$ cat src/rtl/sram_sched_pkg.sv
// Shared widths and constants for the SRAM match scheduler.
package sram_sched_pkg;

    localparam int unsigned NUM_PORTS  = 16;
    localparam int unsigned NUM_SRAMS  = 32;
    localparam int unsigned SRAM_IDX_W = 5;
    localparam int unsigned SRAM_SEL_W = 6;
    localparam int unsigned PORT_IDX_W = 4;
    localparam int unsigned FS_W       = 11;
    localparam int unsigned CNT_W      = 6;

    // Bit 5 set in a best-SRAM selection means "no SRAM chosen"
    localparam logic [SRAM_SEL_W-1:0] SRAM_NONE = 6'd32;

endpackage

$ cat src/rtl/sram_lock_table.sv
// Per-SRAM lock/owner table with lowest-port-wins grant resolution,
// owner-based release and a registered count of locked SRAMs.
module sram_lock_table
    import sram_sched_pkg::*;
(
    input  logic                                   clk,
    input  logic                                   rst_n,
    input  logic [NUM_PORTS-1:0]                   match_suc,
    input  logic [NUM_PORTS-1:0][SRAM_SEL_W-1:0]   match_best_sram,
    input  logic [NUM_PORTS-1:0]                   wr_release,
    output logic [NUM_SRAMS-1:0]                   locked,
    output logic [NUM_PORTS-1:0]                   bound,
    output logic [NUM_PORTS-1:0]                   bind_valid,
    output logic [NUM_PORTS-1:0]                   bind_fail,
    output logic [NUM_PORTS-1:0][SRAM_IDX_W-1:0]   bind_sram,
    output logic [CNT_W-1:0]                       locked_count
);

    logic [NUM_SRAMS-1:0][PORT_IDX_W-1:0] owner;
    logic [NUM_SRAMS-1:0][PORT_IDX_W-1:0] owner_n;
    logic [NUM_SRAMS-1:0]                 locked_n;
    logic [NUM_SRAMS-1:0]                 claimed;
    logic [NUM_PORTS-1:0]                 bound_n;
    logic [NUM_PORTS-1:0]                 bind_valid_n;
    logic [NUM_PORTS-1:0]                 bind_fail_n;
    logic [NUM_PORTS-1:0][SRAM_IDX_W-1:0] bind_sram_n;
    logic [CNT_W-1:0]                     locked_count_n;
    logic [SRAM_SEL_W-1:0]                sel;
    logic [SRAM_IDX_W-1:0]                idx;

    // Next lock state: releases and grants both judged against pre-edge state
    always_comb begin
        locked_n       = locked;
        owner_n        = owner;
        bound_n        = bound;
        bind_sram_n    = bind_sram;
        bind_valid_n   = '0;
        bind_fail_n    = '0;
        claimed        = '0;
        sel            = SRAM_NONE;
        idx            = '0;
        locked_count_n = '0;

        for (int s = 0; s < NUM_SRAMS; s++) begin
            if (locked[s] && wr_release[owner[s]]) begin
                locked_n[s]       = 1'b0;
                bound_n[owner[s]] = 1'b0;
            end
        end

        // Ascending port order gives the lowest index priority on a shared SRAM
        for (int p = 0; p < NUM_PORTS; p++) begin
            sel = match_best_sram[p];
            idx = sel[SRAM_IDX_W-1:0];
            if (match_suc[p] && !sel[SRAM_SEL_W-1]) begin
                if (locked[idx] || bound[p] || claimed[idx]) begin
                    bind_fail_n[p] = 1'b1;
                end else begin
                    claimed[idx]    = 1'b1;
                    locked_n[idx]   = 1'b1;
                    owner_n[idx]    = PORT_IDX_W'(p);
                    bound_n[p]      = 1'b1;
                    bind_sram_n[p]  = idx;
                    bind_valid_n[p] = 1'b1;
                end
            end
        end

        for (int s = 0; s < NUM_SRAMS; s++) begin
            locked_count_n = locked_count_n + CNT_W'(locked_n[s]);
        end
    end

    // Lock table registers; reset drops every lock at once
    always_ff @(posedge clk) begin
        if (!rst_n) begin
            locked       <= '0;
            owner        <= '0;
            bound        <= '0;
            bind_sram    <= '0;
            bind_valid   <= '0;
            bind_fail    <= '0;
            locked_count <= '0;
        end else begin
            locked       <= locked_n;
            owner        <= owner_n;
            bound        <= bound_n;
            bind_sram    <= bind_sram_n;
            bind_valid   <= bind_valid_n;
            bind_fail    <= bind_fail_n;
            locked_count <= locked_count_n;
        end
    end

endmodule

$ cat src/rtl/sram_match_scheduler.sv
// Rotating SRAM offer to each write-port matcher, with free-space and
// accessibility muxing on top of the shared lock table.
module sram_match_scheduler
    import sram_sched_pkg::*;
(
    input  logic                                   clk,
    input  logic                                   rst_n,
    input  logic [NUM_PORTS-1:0]                   match_enable,
    input  logic [NUM_PORTS-1:0]                   match_suc,
    input  logic [NUM_PORTS-1:0][SRAM_SEL_W-1:0]   match_best_sram,
    input  logic [NUM_PORTS-1:0]                   wr_release,
    input  logic [NUM_SRAMS-1:0][FS_W-1:0]         sram_free_space,
    output logic [NUM_PORTS-1:0][SRAM_IDX_W-1:0]   match_sram,
    output logic [NUM_PORTS-1:0]                   accessible,
    output logic [NUM_PORTS-1:0][FS_W-1:0]         match_free_space,
    output logic [NUM_PORTS-1:0]                   bind_valid,
    output logic [NUM_PORTS-1:0]                   bind_fail,
    output logic [NUM_PORTS-1:0][SRAM_IDX_W-1:0]   bind_sram,
    output logic [NUM_PORTS-1:0]                   bound,
    output logic [CNT_W-1:0]                       locked_count
);

    logic [SRAM_IDX_W-1:0]                scan_offset;
    logic [SRAM_IDX_W-1:0]                scan_next;
    logic [NUM_PORTS-1:0][SRAM_IDX_W-1:0] match_sram_n;
    logic [NUM_SRAMS-1:0]                 locked;

    // Advance the scan; stride-2 spacing keeps the 16 offers distinct mod 32
    always_comb begin
        scan_next = scan_offset + SRAM_IDX_W'(1);
        for (int p = 0; p < NUM_PORTS; p++) begin
            match_sram_n[p] = scan_next + SRAM_IDX_W'(2 * p);
        end
    end

    // Scan counter and offered-index registers; the scan ignores match_enable
    always_ff @(posedge clk) begin
        if (!rst_n) begin
            scan_offset <= '0;
            for (int p = 0; p < NUM_PORTS; p++) begin
                match_sram[p] <= SRAM_IDX_W'(2 * p);
            end
        end else begin
            scan_offset <= scan_next;
            match_sram  <= match_sram_n;
        end
    end

    // Free-space and accessibility muxes driven from registered state
    always_comb begin
        for (int p = 0; p < NUM_PORTS; p++) begin
            match_free_space[p] = sram_free_space[match_sram[p]];
            accessible[p]       = ~locked[match_sram[p]] & ~bound[p];
        end
    end

    sram_lock_table u_lock_table (
        .clk             (clk),
        .rst_n           (rst_n),
        .match_suc       (match_suc),
        .match_best_sram (match_best_sram),
        .wr_release      (wr_release),
        .locked          (locked),
        .bound           (bound),
        .bind_valid      (bind_valid),
        .bind_fail       (bind_fail),
        .bind_sram       (bind_sram),
        .locked_count    (locked_count)
    );

endmodule
$ cat config.mk
export PLATFORM = sky130hd
export DESIGN_NAME = sram_match_scheduler
export DESIGN_NICKNAME = d
export VERILOG_FILES = /design/src/rtl/sram_sched_pkg.sv /design/src/rtl/sram_lock_table.sv /design/src/rtl/sram_match_scheduler.sv
export SDC_FILE = /design/constraint.sdc
export NUM_CORES = 2
export LEC_CHECK = 0
export CORE_MARGIN = 4
export CORE_UTILIZATION = 25
export CTS_BUF_LIST = sky130_fd_sc_hd__clkbuf_16
export CTS_CLUSTER_SIZE = 28
export DETAILED_ROUTE_END_ITERATION = 10
export PLACE_DENSITY = 0.51
export SYNTH_ARGS = -nofsm -noshare
export SYNTH_HDL_FRONTEND = slang
export SYNTH_SLANG_ARGS = --single-unit
$ cat constraint.sdc
create_clock -name clk -period 39.1 [get_ports clk]
set_input_delay 7.82 -clock clk [delete_from_list [all_inputs] [get_ports clk]]
set_output_delay 7.82 -clock clk [all_outputs]
set_load 0.005 [all_outputs]
Word level (Yosys, flattened, before mapping):

Memory sizes are Yosys's and may differ from the RTL's.
Cells that the tools add are included.

* bits in latches: 0
* bits in registers: 374
* memories kept: 1
* memory bits (read-only): 32
* bits in writable memories: 0

Memory list
* (name not given): words 32, width 1, rd ports 1, clocked after memory_dff 0, write ports 0, line sram_lock_table.sv:56 `if (locked[idx] || bound[p] || claimed[idx]) begin`

* mux-type cells: 541
* div/mod/pow operators: 0
* reduce and logical (&&, ||, !) cells: 176
* bitwise logic cells: 203
* add/subtract/negate cells: 47
* shift operators: 0
* equality and inequality tests: 0
* multiply operators: 0
* magnitude comparators: 112

Operators by type and width (count)
* $mux W128: 32
* $mux W32: 62
* $or A32 B32 Y32: 34
* $bmux W11 S5: 16
* $and A16 B16 Y16: 32
* $mux W16: 32
* $not A16 Y16: 32
* $and A64 B64 Y64: 6
* $and A96 B96 Y96: 4
* $not A64 Y64: 6
* $not A96 Y96: 4
* $or A64 B64 Y64: 6
* $or A96 B96 Y96: 4
* $demux W4 S5: 16
* $bmux W1 S5: 47
* $mux W1: 224
* $lt A5 B6 Y1 const B: 32
* $add A6 B1 Y6: 30
* $mux W11: 16
* $lt A4 B5 Y1 const B: 32
* $and A128 B128 Y128: 1
* $and A32 B32 Y32: 4
* $bmux W1 S4: 32
* $demux W1 S4: 32
* 19 further kinds: 343

Logic depth before layout (Yosys ltp):

* word-level depth: 112
* depth in mapped cells: 81
* gate-level depth less buffers: 63

Modules after synthesis:

From an unflattened synthesis, not the netlist that was laid out.

* cell total of the unflattened synthesis: 7814
* area total of the unflattened synthesis: 60448.0 µm²

Modules (own cells, without submodules)
* sram_lock_table: cells an instance 6404, area each 45871.5 µm², sequential area each 5885.6 µm², instances 1
* sram_match_scheduler: cells an instance 1410, area each 14576.5 µm², sequential area each 620.6 µm², instances 1

Least setup slack after synthesis:

OpenSTA, ideal clock, no wires.

* path type: input -> register
* from: input port match_best_sram[0] (netlist bit)
* to: register u_lock_table.locked_count[4]
* cell stages on the path: 71
* slack: 13816 ps
* setup time: 128 ps
* arrival: 25156 ps
* path through: buf_2 -> mux4_2 -> or2_1 -> a41o_4 -> or4_1 -> buf_2 -> o21ai_1 -> o211ai_1 -> or2_1 -> and3_1 -> buf_2 -> and3_1 -> buf_2 -> a311oi_1 -> o21ai_1 -> a211oi_2 -> nor4b_4 -> nand4_2 -> [... 35 more ...] -> a31o_2 -> ha_1 -> inv_1 -> fa_1 -> fa_1 -> fa_1 -> fa_1 -> fa_1 -> inv_1 -> fa_1 -> inv_1 -> fa_1 -> fa_1 -> inv_1 -> a21o_1 -> a21oi_1 -> xor2_1 -> nor2_1

* cells in the longest elaborated chain, start to end: 112
* elaborated cells on any way between the ends: 179

Ends and longest elaborated chain
* start: declaration: line sram_match_scheduler.sv:10 `input logic [NUM_PORTS-1:0][SRAM_SEL_W-1:0] match_best_sram,`
* $lt A5 B6 Y1 (not written as such) (tied with other cells): line sram_lock_table.sv:59, sram_lock_table.sv:60
* $logic_and A1 B1 Y1 (not written as such) or $mux W1 (tied branches): line sram_lock_table.sv:59, sram_lock_table.sv:60, sram_lock_table.sv:56
* $mux W1 (not written as such) or $logic_or A1 B1 Y1 (tied branches): line sram_lock_table.sv:59, sram_lock_table.sv:60, sram_lock_table.sv:56
* $demux W1 S5 or $logic_or A1 B1 Y1 (tied branches)
* $mux W32: line sram_lock_table.sv:56
* $mux W32: line sram_lock_table.sv:55 `if (match_suc[p] && !sel[SRAM_SEL_W-1]) begin`
* $bmux W1 S5: line sram_lock_table.sv:56
* $mux W1 (not written as such): line sram_lock_table.sv:56
* [... 68 more ...]
* $bmux W1 S5: line sram_lock_table.sv:56
* $mux W1 (not written as such): line sram_lock_table.sv:56
* $logic_or A1 B1 Y1: line sram_lock_table.sv:56
* $mux W32: line sram_lock_table.sv:56
* $mux W32 *: line sram_lock_table.sv:55
* named net u_lock_table.locked_n[0]: line sram_lock_table.sv:21 `logic [NUM_SRAMS-1:0] locked_n;`
* $add A1 B1 Y2 *: line sram_lock_table.sv:70 `locked_count_n = locked_count_n + CNT_W'(locked_n[s]);`
* $add A6 B1 Y6 * (30 in a row): line sram_lock_table.sv:70
* end signal: assignment: line sram_lock_table.sv:91 `locked_count <= locked_count_n;`
* end: declaration: line sram_lock_table.sv:16 `output logic [CNT_W-1:0] locked_count`

Mark *: on every way through the listed nets, which the timed path passes. The rest lies on a longest branch. The select of a mux whose other input is x is not followed.
A chain may end at the register's enable or synchronous reset.

Worst setup path after layout:

* from: input port match_best_sram[12] (netlist bit)
* to: register u_lock_table.locked_count[4]

* elaborated cells on any way between the ends: 162

RTL lines (line)
* $lt A5 B6 Y1 (not written as such) or $ge A5 B1 Y1 (tied branches): sram_lock_table.sv:59, sram_lock_table.sv:60
* $logic_and A1 B1 Y1 (not written as such): sram_lock_table.sv:59, sram_lock_table.sv:60
* $mux W1 (not written as such): sram_lock_table.sv:59, sram_lock_table.sv:60
* $demux W1 S5
* $or A32 B32 Y32 (no source line)
* $mux W32: sram_lock_table.sv:56
* $mux W32: sram_lock_table.sv:55
* $bmux W1 S5: sram_lock_table.sv:56
* [... 58 more ...]
* $mux W32: sram_lock_table.sv:55
* $bmux W1 S5: sram_lock_table.sv:56
* $mux W1 (not written as such): sram_lock_table.sv:56
* $logic_or A1 B1 Y1: sram_lock_table.sv:56
* $mux W32: sram_lock_table.sv:56
* $mux W32 *: sram_lock_table.sv:55
* named net u_lock_table.locked_n[12]: sram_lock_table.sv:21
* $add A6 B1 Y6 * (20 in a row): sram_lock_table.sv:70

Marks and branches as above.

==> metrics.md <==
| Metric | Value |
|---|---|
| Outcome | `complete, but fails checks` |
| Failing checks | `max-capacitance violations, max-slew violations` |
| Setup TNS | `0 ns` |
| First-pass GRT wire length | `between 700,000 and 800,000 µm` |
| Core Rows | `175` |
| Vias in the first global route | `between 70,000 and 80,000` |
| Hpwl dp | `roughly 500,000 µm` |
| Count leader, synth | `nand2_1` |
| Initial antenna violation count | `97` |
| Starting Density | `25.2%` |
| Die Ht | `between 400 and 500 µm` |
| Core Area | `about 230,000 µm²` |
| Placed Cells incl. Taps | `11,281` |
| Max_slew headroom | `-11.2%` |
| # hold bufs at CTS | `0` |
| Slew @ Worst Pin | `1.63 ns` |
| Die X | `between 400 and 500 µm` |
| CP max FO | `38` |
| Worst hold path type | `reg2reg` |
| Synth area leader | `mux4_2` |
| RSZ-0062 raised after global routing | `no` |
| Fraction of registers with async set/reset | `0%` |
| Mapped Area | `57,500 µm²` |
| Cell mode on critical path | `fa_1` |
| Setup CP Type | `in2reg` |
| Worst Reg-to-Reg Cells | `66` |
| Fmax | `approximately 0.028 GHz` |
| Top post-synthesis cells by count | `nand2_1 (915), nor2_1 (770), clkbuf_1 (513)` |
| Slowest CP cell | `a2111oi_0` |
| Cell Pwr Density | `just under 30 nW/µm²` |
| Syn_area_per_cell | `about 7.5 µm²` |
| Post-Route WL | `~620,000 µm` |
| LEAKAGE | `roughly 26 nW` |
| Vias/cell | `about 7.2` |
| Hold Startpoint | `u_lock_table.bind_sram[74]` |
| DRC violations left | `0` |
| Fin crit share | `about nine tenths` |
| Postcts setup bufs | `0` |
| Final nets | `8,861` |
| Max VDD drop | `~0.000054 V` |
| I/O pin count | `904` |
| Fin Clk Skew | `~0.11 ns` |
| Post-synth EDFFs | `0` |
| Reg2Reg Launch Point | `u_lock_table.locked[16]` |
| Detailed-route via count | `82,132` |
| GRT Total Usage | `about 50%` |
| Gp weighted congestion | `1.11` |
| Min-Delay Path Depth | `2` |
| Reg2reg end | `u_lock_table.locked_count[4]` |
| Post-Synthesis Cells | `7,650` |
| Buf/Inv on CP | `8` |
| Top FF cell, synth | `dfxtp_1` |
| Netlist cell types | `135` |
| Hold Path Sink | `u_lock_table.bind_sram[74]` |
| Pre-CTS setup slack | `just over 4 ns` |
| Clk_lat worst skew | `between 0.7 and 0.8 ns` |
| Critical path endpoint category | `register` |
| Synth Warn # | `0` |
| Die area | `~240,000 µm²` |
| Max-cap viol count | `4` |
| Sequential fraction of the synthesis area | `between 10% and 20%` |
| Fin crit period | `35.95 ns` |
| Final slew viol count | `5` |
| DRT iter0 DRCs | `about 14,000` |
| Final setup viols | `0` |
| Clock tree from TritonCTS | `done` |
| Clk buf depth | `3` |
| Share of layout cells above drive strength 1 | `between 10% and 20%` |
| Post-CTS resize count | `0` |
| Critical path depth | `between 60 and 70` |
| Crit path largest cell delay | `approximately 1.3 ns` |
| Syn Nets | `roughly 8,200` |
| Delay-heaviest family, CP | `compound AO/OA/AOI/OAI gates` |
| Yosys top cell area share | `18.5%` |
| Largest cells by area after synthesis | `mux4_2 (18%), dfxtp_1 (11%), nand2_1 (6.0%), mux2i_1 (5.9%), nor2_1 (5.0%)` |
| Worst EP required | `39.64 ns` |
| I/O Buffers | `slightly below 900` |
| Placed cell area | `slightly above 70,000 µm²` |
| Post-route ant nets | `0` |
| Fin cells | `11,476` |
| Pre-antenna DRT Iters | `8` |
| Grt total ovfl | `0` |
| Layout Area Growth over Synthesis | `26.5%` |
| Flops & latches, synth | `~330` |
| Root buf cell | `clkbuf_16` |
| Number of buffers created by CTS | `47` |
| Worst Slack Setup Final | `~3.1 ns` |
| Arrival time at the worst endpoint | `approximately 36 ns` |
| Register clock-pin slew on the reported worst setup and hold paths | `about 0.060 ns` |
| Startpoint Class | `primary input` |
| Endpoints failing hold | `0` |
| H-Tree Depth | `2` |
| Flop-to-flop setup slack | `11.11 ns` |
| Wire per inst | `about 54 µm` |
| Largest net degree at the start of global routing | `approximately 100` |
| Sink Count | `approximately 330` |
| Cell area after layout | `roughly 73,000 µm²` |
cell families after synthesis:
logic type                 after synthesis  share of synthesized area, %
xor gates and xnor gates                43                         0.654
adders and majority gates               42                          1.23
AOI/OAI and AO/OA                     2108                          25.1
and+or+nand+nor                       3331                          28.9
muxes                                  924                          26.6
DFF                                    325                          11.3
buffers and inverters                  877                          6.26
cell type report:
cell class                 count  area (µm²)
timing repair buffer        1354       12300
clock buffer                  47        1180
fill                       24674      155000
tap                         3009        3760
antenna                      108         270
sequential                   325        6550
multi-input combinational   6448       47800
inverter                     145         552
clock inverter                40         423
routing by layer:
| metal | up-vias | routed length (µm) | part of all wire [%] | GRT usage, % |
|---|---|---|---|---|
| li1 | 31017 | - | - | - |
| met1 | 41266 | 228000 | 37 | 59.1 |
| met2 | 7693 | 246000 | 40 | 69.7 |
| met3 | 2094 | 80100 | 13 | 19.4 |
| met4 | 62 | 62800 | 10 | 39.1 |
| met5 | - | 474 | 0.077 | 0.102 |
per-stage QoR:
stage | hold slack [ns] | power [mW] | util [%]
floorplan | 0.451 | 0.931 | -
global placement | 0.445 | 1.61 | 31.1
detailed placement | 0.445 | 1.61 | 31.1
CTS | 0.453 | 2.09 | 31.8
global route | 0.471 | 2.17 | 31.8
finish | 0.456 | 2.14 | 31.9
flip-flops by register name (all words and copies together), names as in the netlist:
name,count
match_sram,30
u_lock_table.locked_count,6
u_lock_table.bind_sram,80
u_lock_table.bound,16
u_lock_table.bind_fail,16
scan_offset,1
u_lock_table.bind_valid,16
u_lock_table.owner,128
u_lock_table.locked,32
tightest hold or removal path, cell delays in order (launching register included):
cell and delay, ns:
dfxtp_1 0.31, nand2_1 0.05, a21oi_1 0.05
cells in the final DEF, fill, tap and decap left out, types with 140 or more instances in the layout:
master	synthesis	layout
mux2i_1	340	340
buf_4	61	467
nand3_1	350	350
nand2_1	915	915
inv_1	132	140
a22oi_1	156	156
mux4_2	472	472
nor3_1	255	246
nor2_1	770	769
dfxtp_1	325	307
a31oi_1	142	141
a21oi_1	427	425
clkdlybuf4s50_1	0	867
o21ai_0	422	418
nand4_1	175	175
how the worst max path moves through the flow:
stage / start / slack [ns] / endpoint
2_1_floorplan: match_best_sram[0] / 13.82 / u_lock_table.locked_count[4]
3_3_place_gp: match_best_sram[12] / 3.94 / u_lock_table.locked_count[4]
3_5_place_dp: match_best_sram[12] / 4.05 / u_lock_table.locked_count[4]
4_1_cts: match_best_sram[12] / 4.69 / u_lock_table.locked_count[4]
5_1_grt: match_best_sram[12] / 3.58 / u_lock_table.locked_count[4]
6_report: match_best_sram[12] / 3.15 / u_lock_table.locked_count[4]
power breakdown:
group | internal (mW) | switching [mW] | leakage (nW)
clock | 0.262 | 0.219 | 0.814
sequential | 0.352 | 0.0635 | 2.65
combinational | 0.450 | 0.798 | 22.4
(Power assumes the default switching activity.)
